==> config.mk <==
export PLATFORM = sky130hd
export DESIGN_NAME = gsensor_spi_byte_engine
export DESIGN_NICKNAME = d
export VERILOG_FILES = /design/src/rtl/gsensor_spi_byte_engine.sv
export SDC_FILE = /design/constraint.sdc
export NUM_CORES = 1
export LEC_CHECK = 0
export BUFFER_PORTS_ARGS = -buffer_cell sky130_fd_sc_hd__buf_2
export CAP_MARGIN = 30
export CORE_ASPECT_RATIO = 0.7
export CORE_MARGIN = 4
export CORE_UTILIZATION = 28
export CTS_BUF_LIST = sky130_fd_sc_hd__clkbuf_8
export CTS_CLUSTER_SIZE = 12
export DETAILED_ROUTE_END_ITERATION = 8
export PLACE_DENSITY_LB_ADDON = 0.08
export SLEW_MARGIN = 20
export SYNTH_ARGS = -nofsm -noshare
export SYNTH_HDL_FRONTEND = slang
export SYNTH_SLANG_ARGS = --single-unit
==> constraint.sdc <==
create_clock -name clk -period 2.25 [get_ports clk]
set_clock_uncertainty 0.05 [all_clocks]
set_input_delay 0.45 -clock clk [delete_from_list [all_inputs] [get_ports clk]]
set_output_delay 0.45 -clock clk [all_outputs]
set_load 0.05 [all_outputs]
==> src/rtl/gsensor_spi_byte_engine.sv <==
// Byte-level SPI mode-3 master (CPOL=1, CPHA=1, MSB first) for the ADXL345 G-sensor.
// One byte per start/done handshake; CS is held low between bytes until a byte with last=1.
module gsensor_spi_byte_engine #(
  parameter int CLK_DIV = 4  // SCLK half-period in clk cycles, legal 2..255
) (
  input  logic       clk,
  input  logic       reset_n,
  input  logic       start,
  input  logic [7:0] tx_data,
  input  logic       last,
  output logic       busy,
  output logic       done,
  output logic [7:0] rx_data,
  output logic       spi_cs_n,
  output logic       spi_sclk,
  output logic       spi_mosi,
  input  logic       spi_miso
);

  typedef enum logic [2:0] {
    S_IDLE,
    S_SETUP,
    S_SHIFT,
    S_HOLD,
    S_GAP
  } state_t;

  localparam logic [7:0] HC_MAX = 8'(CLK_DIV - 1);

  state_t     state_q, state_d;
  logic [7:0] hc_q, hc_d;
  logic [2:0] bit_q, bit_d;
  logic [7:0] tx_sr_q, tx_sr_d;
  logic [7:0] rx_sr_q, rx_sr_d;
  logic [7:0] rx_q, rx_d;
  logic       last_q, last_d;
  logic       cs_n_q, cs_n_d;
  logic       sclk_q, sclk_d;
  logic       mosi_q, mosi_d;
  logic       busy_q, busy_d;
  logic       done_q, done_d;
  logic       hc_wrap;

  assign hc_wrap = (hc_q == HC_MAX);

  always_comb begin
    state_d = state_q;
    hc_d    = hc_wrap ? 8'd0 : hc_q + 8'd1;
    bit_d   = bit_q;
    tx_sr_d = tx_sr_q;
    rx_sr_d = rx_sr_q;
    rx_d    = rx_q;
    last_d  = last_q;
    cs_n_d  = cs_n_q;
    sclk_d  = sclk_q;
    mosi_d  = mosi_q;
    done_d  = 1'b0;

    unique case (state_q)
      S_IDLE: begin
        hc_d  = 8'd0;
        bit_d = 3'd0;
        // busy_q is still high in the done cycle of a last=0 byte
        if (start && !busy_q) begin
          tx_sr_d = tx_data;
          last_d  = last;
          cs_n_d  = 1'b0;
          sclk_d  = 1'b1;
          mosi_d  = tx_data[7];
          state_d = S_SETUP;
        end
      end

      S_SETUP: begin
        if (hc_wrap) begin
          sclk_d  = 1'b0;
          state_d = S_SHIFT;
        end
      end

      S_SHIFT: begin
        if (hc_wrap) begin
          if (!sclk_q) begin
            // rising edge: MISO is captured on the same clk edge that raises SCLK
            sclk_d  = 1'b1;
            rx_sr_d = {rx_sr_q[6:0], spi_miso};
            if (bit_q == 3'd7) begin
              if (last_q) begin
                state_d = S_HOLD;
              end else begin
                rx_d    = {rx_sr_q[6:0], spi_miso};
                done_d  = 1'b1;
                state_d = S_IDLE;
              end
            end
          end else begin
            sclk_d  = 1'b0;
            bit_d   = bit_q + 3'd1;
            tx_sr_d = {tx_sr_q[6:0], 1'b0};
            mosi_d  = tx_sr_q[6];
          end
        end
      end

      S_HOLD: begin
        if (hc_wrap) begin
          cs_n_d  = 1'b1;
          mosi_d  = 1'b0;
          rx_d    = rx_sr_q;
          done_d  = 1'b1;
          state_d = S_GAP;
        end
      end

      S_GAP: begin
        if (hc_wrap) state_d = S_IDLE;
      end

      default: state_d = S_IDLE;
    endcase

    busy_d = (state_d != S_IDLE) || done_d;
  end

  always_ff @(posedge clk) begin
    if (!reset_n) begin
      state_q <= S_IDLE;
      hc_q    <= 8'd0;
      bit_q   <= 3'd0;
      tx_sr_q <= 8'd0;
      rx_sr_q <= 8'd0;
      rx_q    <= 8'd0;
      last_q  <= 1'b0;
      cs_n_q  <= 1'b1;
      sclk_q  <= 1'b1;
      mosi_q  <= 1'b0;
      busy_q  <= 1'b0;
      done_q  <= 1'b0;
    end else begin
      state_q <= state_d;
      hc_q    <= hc_d;
      bit_q   <= bit_d;
      tx_sr_q <= tx_sr_d;
      rx_sr_q <= rx_sr_d;
      rx_q    <= rx_d;
      last_q  <= last_d;
      cs_n_q  <= cs_n_d;
      sclk_q  <= sclk_d;
      mosi_q  <= mosi_d;
      busy_q  <= busy_d;
      done_q  <= done_d;
    end
  end

  assign busy     = busy_q;
  assign done     = done_q;
  assign rx_data  = rx_q;
  assign spi_cs_n = cs_n_q;
  assign spi_sclk = sclk_q;
  assign spi_mosi = mosi_q;

endmodule

=== Word-level counts from Yosys, hierarchy flattened ===
Cells that the tools add are included.
W data, S select, Z words.

* Word-level logic and storage cells: 89
* Flip-flop bits (word level): 43
* Bits of input ports: 13
* Output and inout port bits: 13

* Equal/unequal tests: 14
* Bitwise logic cells: 2
* Reduce and logical (&&, ||, !) cells: 19
* Muxes and demuxes: 40
* $add $sub $neg: 2

{| class="wikitable"
|+ Operator list
! operator !! number
|-
| $mux W8 || 5
|-
| $mux W3 || 9
|-
| $mux W7 || 3
|-
| $ne A2 B2 Y1 const B || 8
|-
| $pmux W8 S2 || 1
|-
| $pmux W3 S5 || 1
|-
| $mux W1 || 14
|-
| $pmux W7 S2 || 1
|-
| $reduce_and A3 Y1 || 3
|-
| $reduce_bool A3 Y1 || 3
|-
| $add A8 B1 Y8 const B || 1
|-
| $eq A8 B2 Y1 const B || 1
|-
| $reduce_and A4 Y1 || 2
|-
| $eq A3 B2 Y1 const B || 2
|-
| $eq A3 B3 Y1 const B || 2
|-
| $pmux W1 S3 || 2
|-
| $pmux W3 S2 || 1
|-
| $reduce_and A6 Y1 || 1
|-
| $reduce_bool A2 Y1 || 3
|-
| $reduce_and A5 Y1 || 1
|-
| $pmux W1 S2 || 2
|-
| $add A3 B1 Y3 const B || 1
|-
| $eq A3 B1 Y1 const B || 1
|-
| $logic_not A3 Y1 || 1
|-
| other kinds (7) || 8
|}

=== Longest topological paths before layout ===
Gate-level depths: netlist of run 1.

* Word-level depth: 7
* Gate-level depth with buffers: 7

=== Least setup slack after synthesis of run 1 ===
OpenSTA, ideal clock, no wires.

* Path kind: flip-flop to flip-flop
* Start: reg hc_q[0]
* End: reg busy_q, in the netlist busy
* Setup time: 0.127 ns
* Cell stages (with the launch flop): 7
* Buffers on the path: 0
* Slack: 0.254 ns
* Arrival: 1.819 ns
* Cells stage by stage: dfxtp_1 ha_1 nor3b_2 nand2_2 and3_1 o21a_1 or3_1

* Cells in the longest elaborated chain, start to end: 5
* Elaborated cells on any way between the ends: 11
* Those cells by class: eq/ne: 1; mux: 8; reduce/logical: 2

{| class="wikitable"
|+ Ends and longest elaborated chain
! what !! line !! source
|-
| start: declaration || 31 || <nowiki>logic [7:0] hc_q, hc_d;</nowiki>
|-
| start signal: assignment || 128 || <nowiki>hc_q <= 8'd0;</nowiki>
|-
| start signal: assignment || 141 || <nowiki>hc_q <= hc_d;</nowiki>
|-
| $eq A8 B2 Y1 * || 44 || <nowiki>assign hc_wrap = (hc_q == HC_MAX);</nowiki>
|-
| $mux W3 (on tied branches) || -- ||
|-
| $pmux W3 S5 || 59 || <nowiki>unique case (state_q)</nowiki>
|-
| $reduce_bool A3 Y1 || 122 || <nowiki>busy_d = (state_d != S_IDLE) || done_d;</nowiki>
|-
| $logic_or A1 B1 Y1 * || 122 ||
|-
| end signal: assignment || 150 || <nowiki>busy_q <= busy_d;</nowiki>
|-
| end: declaration || 40 || <nowiki>logic busy_q, busy_d;</nowiki>
|}

Mark *: on every way between the ends. The rest lies on a longest branch, timed or not.
A chain may end at the register's enable or synchronous reset.

=== Worst setup path after layout of run 1 ===
* Start: reg hc_q[0]
* End: reg sclk_q, in the netlist spi_sclk

* Cells in the longest elaborated chain, start to end: 3
* Elaborated cells on any way between the ends: 4
* Those cells by class: eq/ne: 3; reduce/logical: 1

{| class="wikitable"
|+ Ends and longest elaborated chain
! what !! line !! source
|-
| $eq A8 B2 Y1 * || 44 ||
|-
| $ne A2 B2 Y1 (no source line) || -- ||
|-
| $reduce_and A4 Y1 (no source line) * || -- ||
|-
| end signal: assignment || 148 || <nowiki>sclk_q <= sclk_d;</nowiki>
|-
| end: declaration || 38 || <nowiki>logic sclk_q, sclk_d;</nowiki>
|}

Marks and branches as above.

==> flow_metrics.py, run 1 <==
metrics = {
    "synth": {
        "synthFlopType": "dfxtp_1",
        "synth_top_area_share_pct": 42.97,
        "synth-edff-count": 0,
        "netlist_top_cells_area": "dfxtp_1, mux2i_1, nor2_1, nand2_1, a311oi_1",
        "yosysUniqueCellTypes": 49,
        "ys_seq_area_share_pct": 42.97,
        "synth_area_um2": 2003,
        "synth-async-reset-ratio_pct": 0,
        "ys_warn_count": 0,
        "synth.net_count": 239,
        "netlist_instances": 222,
        "ys_ff_latch": 43,
        "yosys.area.top_type": "dfxtp_1",
        "synth.avg_cell_area_um2": 9.023,
    },
    "timing": {
        "hold_viol_final": 0,
        "drv_slew": 0,
        "tightest_slew_ps": 489.3,
        "setup_viol": 0,
        "post-route-min-period_ps": 2019,
        "slew_headroom_pct": 66.87,
        "fmax_mhz": 495.3,
        "hold_ws_ps": 341.7,
        "setup_tns_ps": 0,
        "rsz0062_at_grt": "false",
        "fin_crit_sh_pct": 89.73,
    },
    "grt": {
        "grt_max_degree": 20,
        "gr-total-overflow": 0,
        "grt_pass1_vias": 1547,
        "grt_first_pass_wirelength_mm": 7.645,
        "antenna_found_initial": 0,
        "grt_usage_pct": 11.33,
    },
    "clock_network": {
        "cts_buffer_depth": 2,
        "post_cts_buffers": 0,
        "clk_latency_ps": 300,
        "cts_sinks": 43,
        "cts_resized": 0,
        "cts_tree": "yes",
        "h-tree-depth": 2,
        "cts_root_buf": "clkbuf_8",
        "tritoncts.num_buffers": 5,
        "cts_hold_buf": 0,
        "clk_pin_slew_ps": 90,
    },
    "floorplan": {
        "row_count": 25,
        "die_w_um": 109.1,
        "pin_count": 26,
        "dieArea_um2": 8593,
        "start_util_pct": 29.24,
        "die_h_um": 78.77,
        "core_area_um2": 6850,
    },
    "pwr": {
        "peakVddDrop_mv": 0.2901,
        "p_leak_uw": 0.001136,
        "p_per_area_nw_per_um2": 643.2,
        "total_power_uw": 1552,
    },
    "finish": {
        "regArea_um2": 860.8,
        "fin_area_um2": 2414,
        "multiInputGateArea_um2": 1076,
        "syn2layout_area_growth_pct": 20.49,
        "n_antenna_cell": 0,
        "nNetsFinal": 273,
        "fill_cells": 703,
        "layout-drive-gt1-share_pct": 22.18,
    },
    "status": {
        "status": "finished, final reports clean",
    },
    "placement": {
        "post_dp_cell_area_um2": 2301,
        "dp_hpwl_mm": 3.247,
        "place.gp.congestion": 0.7299,
        "numPortBuffers": 25,
    },
    "routing": {
        "ant_nets": 0,
        "post_drt_wl_per_cell_um": 12.84,
        "drt_iter0_drc": 55,
        "wirelength_mm": 4.508,
        "via_count": 1650,
        "first_pass_iters": 6,
        "viasPerCell": 4.701,
        "route.detailed.drc": 0,
    },
    "setup_path": {
        "cp-start-kind": "flip-flop",
        "r2r_cells": 6,
        "critPathCaptureType": "flip-flop",
        "path_class": "reg -> reg",
        "worst-endpoint-required_ps": 2370,
        "r2r_slack_ps": 230,
        "worst_ep_arrival_time_ps": 2140,
        "cp_max_fo": 10,
    },
    "flow_run": {
        "maxCapViolations": 0,
    },
    "min_path": {
        "min_path_type": "in -> reg",
        "hold_depth": 3,
    },
}
## logic make-up (layout without fill, tap and decap cells)
group,after synthesis,count (layout),share of synthesized area [%]
xor+xnor,6,6,2.623
mux,18,18,8.994
simple gates,94,94,24.61
fa+ha+maj,4,4,2.499
buf+inv,16,51,3.310
flops,43,43,42.97
compound gates,41,41,14.99
## placed cells by master, fill, tap and decap left out, types with 2 or more instances in the layout
| master | instances |
|---|---|
| xnor2_1 | 2 |
| a211oi_1 | 4 |
| nor3b_1 | 2 |
| a21oi_1 | 10 |
| nor3_1 | 2 |
| o21ai_0 | 3 |
| nand2_1 | 26 |
| a311oi_1 | 6 |
| or3_1 | 3 |
| xor2_1 | 4 |
| nand3_1 | 7 |
| a31oi_1 | 2 |
| clkbuf_8 | 5 |
| buf_2 | 26 |
| ha_1 | 4 |
| nor2b_1 | 7 |
| dfxtp_1 | 43 |
| inv_1 | 2 |
| buf_4 | 14 |
| and3_1 | 3 |
| o211a_1 | 5 |
| nor3b_2 | 2 |
| mux2i_1 | 18 |
| nor2_1 | 29 |
| nand2b_1 | 2 |
## flip-flops by register name, indices dropped and copies added (netlist names)
signal    cells
bit_q         3
busy          1
done          1
hc_q          8
last_q        1
rx_data       8
rx_sr_q       8
spi_cs_n      1
spi_mosi      1
spi_sclk      1
state_q       3
tx_sr_q       7
## stage by stage
step | worst slack [ps] | instances | utilization, %
final | 231.1 | 351 | 35.23
after global routing | 77.14 | 351 | 35.23
after CTS | 219.2 | 351 | 35.23
after detailed placement | 242.5 | 343 | 33.59
after floorplan | 254.4 | 222 | -
after global placement | 289.5 | 342 | 33.52
## critical path, stage by stage, from the launching register on
cell and delay, ps:
dfxtp_1 380, ha_1 210, nor3b_2 310, nand2_2 210, or4b_1 530, o21ai_0 90, a22oi_1 110
## synthesized netlist by cell type, types with 2 or more instances
cell type,instances
a211oi_1,4
a21oi_1,10
a311oi_1,6
a31oi_1,2
and3_1,3
buf_2,2
clkbuf_1,9
dfxtp_1,43
ha_1,4
inv_1,2
mux2i_1,18
nand2_1,26
nand2b_1,2
nand3_1,7
nor2_1,29
nor2b_1,7
nor3_1,2
nor3b_1,2
nor3b_2,2
o211a_1,5
o21ai_0,3
or3_1,3
xnor2_1,2
xor2_1,4
## routing by layer
layer / vias up / GRT usage, % / part of all wire, %
met5: - / 0 / 0
met4: 0 / 4.161 / 1.4
met3: 7 / 2.924 / 4.2
met2: 29 / 15.44 / 39
met1: 758 / 16.86 / 56
li1: 856 / - / -
## power breakdown
group | internal [uW] | switching (uW) | leakage (uW) | total [uW]
Clock | 331 | 282 | 0.0000581 | 613
Combinational | 56.7 | 86.4 | 0.000729 | 143
Sequential | 783 | 13.3 | 0.000349 | 796
## cell type report
cell class                      instances  area share [%]
Clock inverter                          3           1.814
Multi-Input combinational cell        163           44.58
Sequential cell                        43           35.67
Tap cell                               94           4.873
Clock buffer                            5           2.851
Timing Repair Buffer                   40           9.746
Inverter                                3          0.4666
## final timing paths
kind | startpoint | end
min reg2reg | hc_q[0] | hc_q[0]
max reg2reg | hc_q[0] | spi_sclk
min | last | last_q
max | hc_q[0] | spi_sclk
No activity file was read; power rests on OpenSTA's default activity.
==> run 2: changes to the inputs <==
--- a/config.mk
+++ b/config.mk
@@ -7,6 +7,8 @@
 export LEC_CHECK = 0
 export BUFFER_PORTS_ARGS = -buffer_cell sky130_fd_sc_hd__buf_2
 export CAP_MARGIN = 30
+export CELL_PAD_IN_SITES_DETAIL_PLACEMENT = 1
+export CELL_PAD_IN_SITES_GLOBAL_PLACEMENT = 1
 export CORE_ASPECT_RATIO = 0.7
 export CORE_MARGIN = 4
 export CORE_UTILIZATION = 28
==> flow_metrics.py, run 2 (synthesized netlist as in run 1, its figures left out) <==
metrics = {
    "status": {
        "status": "finished, final reports clean",
    },
    "setup_path": {
        "r2r_start": "hc_q[0]",
        "critPathBufInv": 1,
        "r2r_cells": 7,
        "cp_max_fo": 10,
        "cp-start-kind": "flip-flop",
        "critPathCaptureType": "flip-flop",
        "cp_num_cells": 7,
        "critPathSlowestCell": "dfxtp_1",
        "worst-endpoint-required_ps": 2380,
        "path_class": "reg -> reg",
        "r2r_slack_ps": 250,
        "crit_end": "busy",
        "crit_chain": "ha_1 > nor3b_2 > buf_4 > nand2_2 > and3_1 > o21a_1 > or3_1",
        "worst_ep_arrival_time_ps": 2130,
        "crit_start": "hc_q[0]",
        "cpPeakStageDelay_ps": 370,
        "crit_family": "simple AND/OR/NAND/NOR gates",
        "worstReg2RegEnd": "busy",
    },
    "routing": {
        "post_drt_wl_per_cell_um": 13.95,
        "viasPerCell": 4.739,
        "wirelength_mm": 4.912,
        "via_count": 1668,
        "ant_nets": 0,
        "first_pass_iters": 4,
        "route.detailed.drc": 0,
        "drt_iter0_drc": 67,
    },
    "floorplan": {
        "core_area_um2": 6850,
        "die_w_um": 109.1,
        "start_util_pct": 29.24,
        "dieArea_um2": 8593,
        "die_h_um": 78.77,
        "pin_count": 26,
        "row_count": 25,
    },
    "clock_network": {
        "cts_root_buf": "clkbuf_8",
        "cts_tree": "yes",
        "h-tree-depth": 2,
        "clk_latency_ps": 290,
        "post_cts_buffers": 0,
        "cts_hold_buf": 0,
        "cts_buffer_depth": 2,
        "cts_sinks": 43,
        "tritoncts.num_buffers": 5,
        "clk_pin_slew_ps": 80,
        "cts_resized": 0,
    },
    "min_path": {
        "min_path_type": "in -> reg",
    },
    "timing": {
        "rsz0062_at_grt": "false",
        "setup_viol": 0,
        "tightest_slew_ps": 504.8,
        "hold_viol_final": 0,
        "fmax_mhz": 500.3,
        "drv_slew": 0,
        "post-route-min-period_ps": 1999,
        "fin_crit_sh_pct": 88.83,
        "slew_headroom_pct": 65.82,
        "setup_tns_ps": 0,
    },
    "finish": {
        "fin_util_pct": 34.94,
        "mostFrequentLayoutCells": "dfxtp_1, nor2_1, nand2_1, buf_2, mux2i_1",
        "multiInputGateArea_um2": 1076,
        "layout-drive-gt1-share_pct": 22.09,
        "fill_cells": 818,
        "n_antenna_cell": 0,
        "regArea_um2": 860.8,
        "nNetsFinal": 274,
        "final_common_cell": "dfxtp_1",
        "syn2layout_area_growth_pct": 19.49,
    },
    "pwr": {
        "peakVddDrop_mv": 0.2212,
        "p_leak_uw": 0.001126,
        "p_per_area_nw_per_um2": 596.1,
    },
    "placement": {
        "dp_hpwl_mm": 3.545,
        "place.gp.congestion": 0.7340,
        "numPortBuffers": 25,
    },
    "grt": {
        "grt_first_pass_wirelength_mm": 8.549,
        "grt_max_degree": 19,
        "antenna_found_initial": 0,
        "grt_pass1_vias": 1670,
        "grt_usage_pct": 12.64,
        "gr-total-overflow": 0,
    },
    "flow_run": {
        "maxCapViolations": 0,
    },
}
## run 2: cell count changes in the layout (fill, tap and decap cells not counted)
| cell | before | now |
|---|---|---|
| bufinv_16 | 1 | 0 |
| inv_1 | 2 | 3 |
| clkinv_4 | 1 | 0 |
| clkinvlp_4 | 0 | 1 |
| buf_4 | 14 | 15 |
## run 2: worst min-delay path, stage by stage
cell	delay, ps
buf_2	90
mux2i_1	60
nor2_1	70
## run 2: metal layers
layer,vias to the layer above,global-route usage [%],part of all wire (%)
li1,852,-,-
met1,792,19.72,57
met2,18,16.97,39
met3,6,3.168,3.6
met4,0,3.026,0.86
met5,-,0,0
## run 2: how the worst min path moves through the flow
| stage | to | slack [ps] | start | depth (start not counted) |
|---|---|---|---|---|
| after detailed placement | hc_q[0] | 400 | hc_q[0] | 1 |
| after floorplan | hc_q[0] | 380 | hc_q[0] | 1 |
| after CTS | last_q | 350 | last | 3 |
| final | last_q | 350 | last | 3 |
| after global placement | hc_q[0] | 400 | hc_q[0] | 1 |
| after global routing | tx_sr_q[3] | 370 | tx_data[3] | 3 |
## run 2: report_power, final
part | switching [uW] | internal, uW | total, uW
Sequential | 11.7 | 783 | 795
Clock | 275 | 213 | 488
Combinational | 89.0 | 54.7 | 144
## run 2: metrics by stage
stage,worst slack [ps],std cells,hold WS (ps),power [uW],cell area (um^2)
3_3_place_gp,169.1,341,396.3,957.7,2288
4_1_cts,99.71,350,349.8,1453,2379
5_1_grt,93.97,352,369.1,1511,2394
6_report,251.3,352,350.6,1427,2394
2_1_floorplan,254.4,222,376.3,911.0,2003
3_5_place_dp,120.0,342,404.3,957.5,2293
## run 2: final cells by class
cell class / instances / share of cell area, %
inverters: 3 / 0.4705
multi-input cells: 163 / 44.96
repair buffers: 41 / 10.14
well taps: 94 / 4.914
clock inverters: 3 / 0.6796
clock buffers: 5 / 2.875
flip-flops and latches: 43 / 35.96
==> run 3: changes to the inputs <==
--- a/config.mk
+++ b/config.mk
@@ -5,7 +5,7 @@
 export SDC_FILE = /design/constraint.sdc
 export NUM_CORES = 1
 export LEC_CHECK = 0
-export BUFFER_PORTS_ARGS = -buffer_cell sky130_fd_sc_hd__buf_2
+export BUFFER_PORTS_ARGS = -buffer_cell sky130_fd_sc_hd__buf_4
 export CAP_MARGIN = 30
 export CELL_PAD_IN_SITES_DETAIL_PLACEMENT = 1
 export CELL_PAD_IN_SITES_GLOBAL_PLACEMENT = 1
==> flow_metrics.py, run 3 (synthesized netlist as in run 1, its figures left out) <==
metrics = {
    "status": {
        "status": "finished, final reports clean",
    },
    "clock_network": {
        "cts_resized": 0,
        "cts_root_buf": "clkbuf_8",
        "clk_latency_ps": 290,
        "cts_sinks": 43,
        "cts_tree": "yes",
        "cts_buffer_depth": 2,
        "h-tree-depth": 2,
        "clk_pin_slew_ps": 90,
        "tritoncts.num_buffers": 5,
        "post_cts_buffers": 0,
        "cts_hold_buf": 0,
    },
    "pwr": {
        "peakVddDrop_mv": 0.2464,
        "comb_power_share_pct": 9.7,
        "clkPwrFrac_pct": 39.8,
        "swShare_pct": 23.41,
        "p_per_area_nw_per_um2": 628.3,
        "sequentialPowerShare_pct": 50.5,
        "intPower_uw": 1207,
        "netSwitchingPower_uw": 368.9,
        "p_leak_uw": 0.001162,
        "total_power_uw": 1576,
    },
    "finish": {
        "regArea_um2": 860.8,
        "final_common_cell": "dfxtp_1",
        "syn2layout_area_growth_pct": 25.23,
        "nNetsFinal": 275,
        "mostFrequentLayoutCells": "dfxtp_1, buf_4, nor2_1",
        "n_antenna_cell": 0,
        "layout-drive-gt1-share_pct": 22.78,
        "fill_cells": 797,
        "multiInputGateArea_um2": 1076,
    },
    "routing": {
        "ant_nets": 0,
        "drt_iter0_drc": 56,
        "post_drt_wl_per_cell_um": 14.08,
        "wirelength_mm": 4.971,
        "route.detailed.drc": 0,
        "via_count": 1679,
        "viasPerCell": 4.756,
        "first_pass_iters": 4,
    },
    "grt": {
        "grt_max_degree": 20,
        "grt_pass1_vias": 1665,
        "antenna_found_initial": 0,
        "grt_usage_pct": 12.68,
        "grt_first_pass_wirelength_mm": 8.542,
        "gr-total-overflow": 0,
    },
    "setup_path": {
        "cp_max_fo": 6,
        "path_class": "reg -> reg",
        "r2r_cells": 7,
        "r2r_start": "hc_q[0]",
        "worstReg2RegEnd": "spi_sclk",
        "worst-endpoint-required_ps": 2420,
        "r2r_slack_ps": 290,
        "critPathCaptureType": "flip-flop",
        "worst_ep_arrival_time_ps": 2130,
        "cp-start-kind": "flip-flop",
    },
    "placement": {
        "dp_hpwl_mm": 3.683,
        "numPortBuffers": 25,
        "place_ws_ps": 283.9,
        "place.gp.congestion": 0.7434,
    },
    "min_path": {
        "min_path_type": "in -> reg",
        "hp-start": "last",
        "hold_depth": 3,
        "hold_end": "last_q",
    },
    "timing": {
        "fmax_mhz": 509.1,
        "rsz0062_at_grt": "false",
        "setup_viol": 0,
        "post-route-min-period_ps": 1964,
        "finalWorstSetupSlack_ps": 285.9,
        "hold_viol_final": 0,
        "drv_slew": 0,
        "tightest_slew_ps": 515.6,
        "fin_crit_sh_pct": 87.29,
        "setup_tns_ps": 0,
        "slew_headroom_pct": 65.09,
    },
    "floorplan": {
        "die_w_um": 109.1,
        "core_area_um2": 6850,
        "row_count": 25,
        "dieArea_um2": 8593,
        "die_h_um": 78.77,
        "pin_count": 26,
        "start_util_pct": 29.24,
    },
    "flow_run": {
        "maxCapViolations": 0,
    },
}
## run 3: changes by cell type in the layout (fill, tap and decap cells not counted)
cell	before	now
buf_12	0	1
buf_2	26	1
buf_4	15	40
bufinv_16	0	1
clkbuf_8	5	6
clkinvlp_4	1	0
inv_1	3	2
## run 3: per-layer routing
| metal | track usage [%] | vias up | share of wire [%] | wire (um) |
|---|---|---|---|---|
| met5 | 0 | - | 0 | 0 |
| met4 | 3.153 | 0 | 0.48 | 24 |
| met3 | 3.818 | 2 | 4.2 | 211 |
| met2 | 16.67 | 23 | 39 | 1953 |
| met1 | 19.65 | 799 | 56 | 2782 |
| li1 | - | 855 | - | - |
## run 3: per-stage QoR
step	area, um^2	utilization (%)	std cells	hold WS, ps
after floorplan	2003	-	222	376.3
after global placement	2386	34.83	344	397.9
after detailed placement	2391	34.90	345	401.4
after CTS	2509	36.62	353	330.0
after global routing	2509	36.62	353	347.7
final	2509	36.62	353	339.1
## run 3: layout make-up
class	count	area share [%]
Multi-Input combinational cell	163	42.89
Clock inverter	2	1.397
Sequential cell	43	34.31
Timing Repair Buffer	42	12.97
Tap cell	94	4.688
Inverter	3	0.4489
Clock buffer	6	3.292
## run 3: critical path: stages, from the launching register on
cell,delay (ps)
dfxtp_1,370
ha_1,220
nor3b_2,270
nand2_2,150
buf_4,190
a221oi_1,310
o21ai_0,140
a22oi_1,190
## run 3: power groups by stage
stage	clock (uW)	sequential [uW]	combinational, uW
2_1_floorplan	0	829	81.7
3_3_place_gp	0	814	154
3_5_place_dp	0	814	154
4_1_cts	654	796	155
5_1_grt	693	799	170
6_report	628	796	153
## run 3: how the worst max path moves through the flow
| stage | startpoint | endpoint | slack [ps] |
|---|---|---|---|
| 2_1_floorplan | hc_q[0] | busy | 250 |
| 3_5_place_dp | hc_q[0] | tx_sr_q[1] | 280 |
| 5_1_grt | hc_q[0] | tx_sr_q[1] | 50 |
| 6_report | hc_q[0] | spi_sclk | 290 |
| 4_1_cts | hc_q[0] | tx_sr_q[1] | 250 |
| 3_3_place_gp | hc_q[0] | rx_data[0] | 340 |
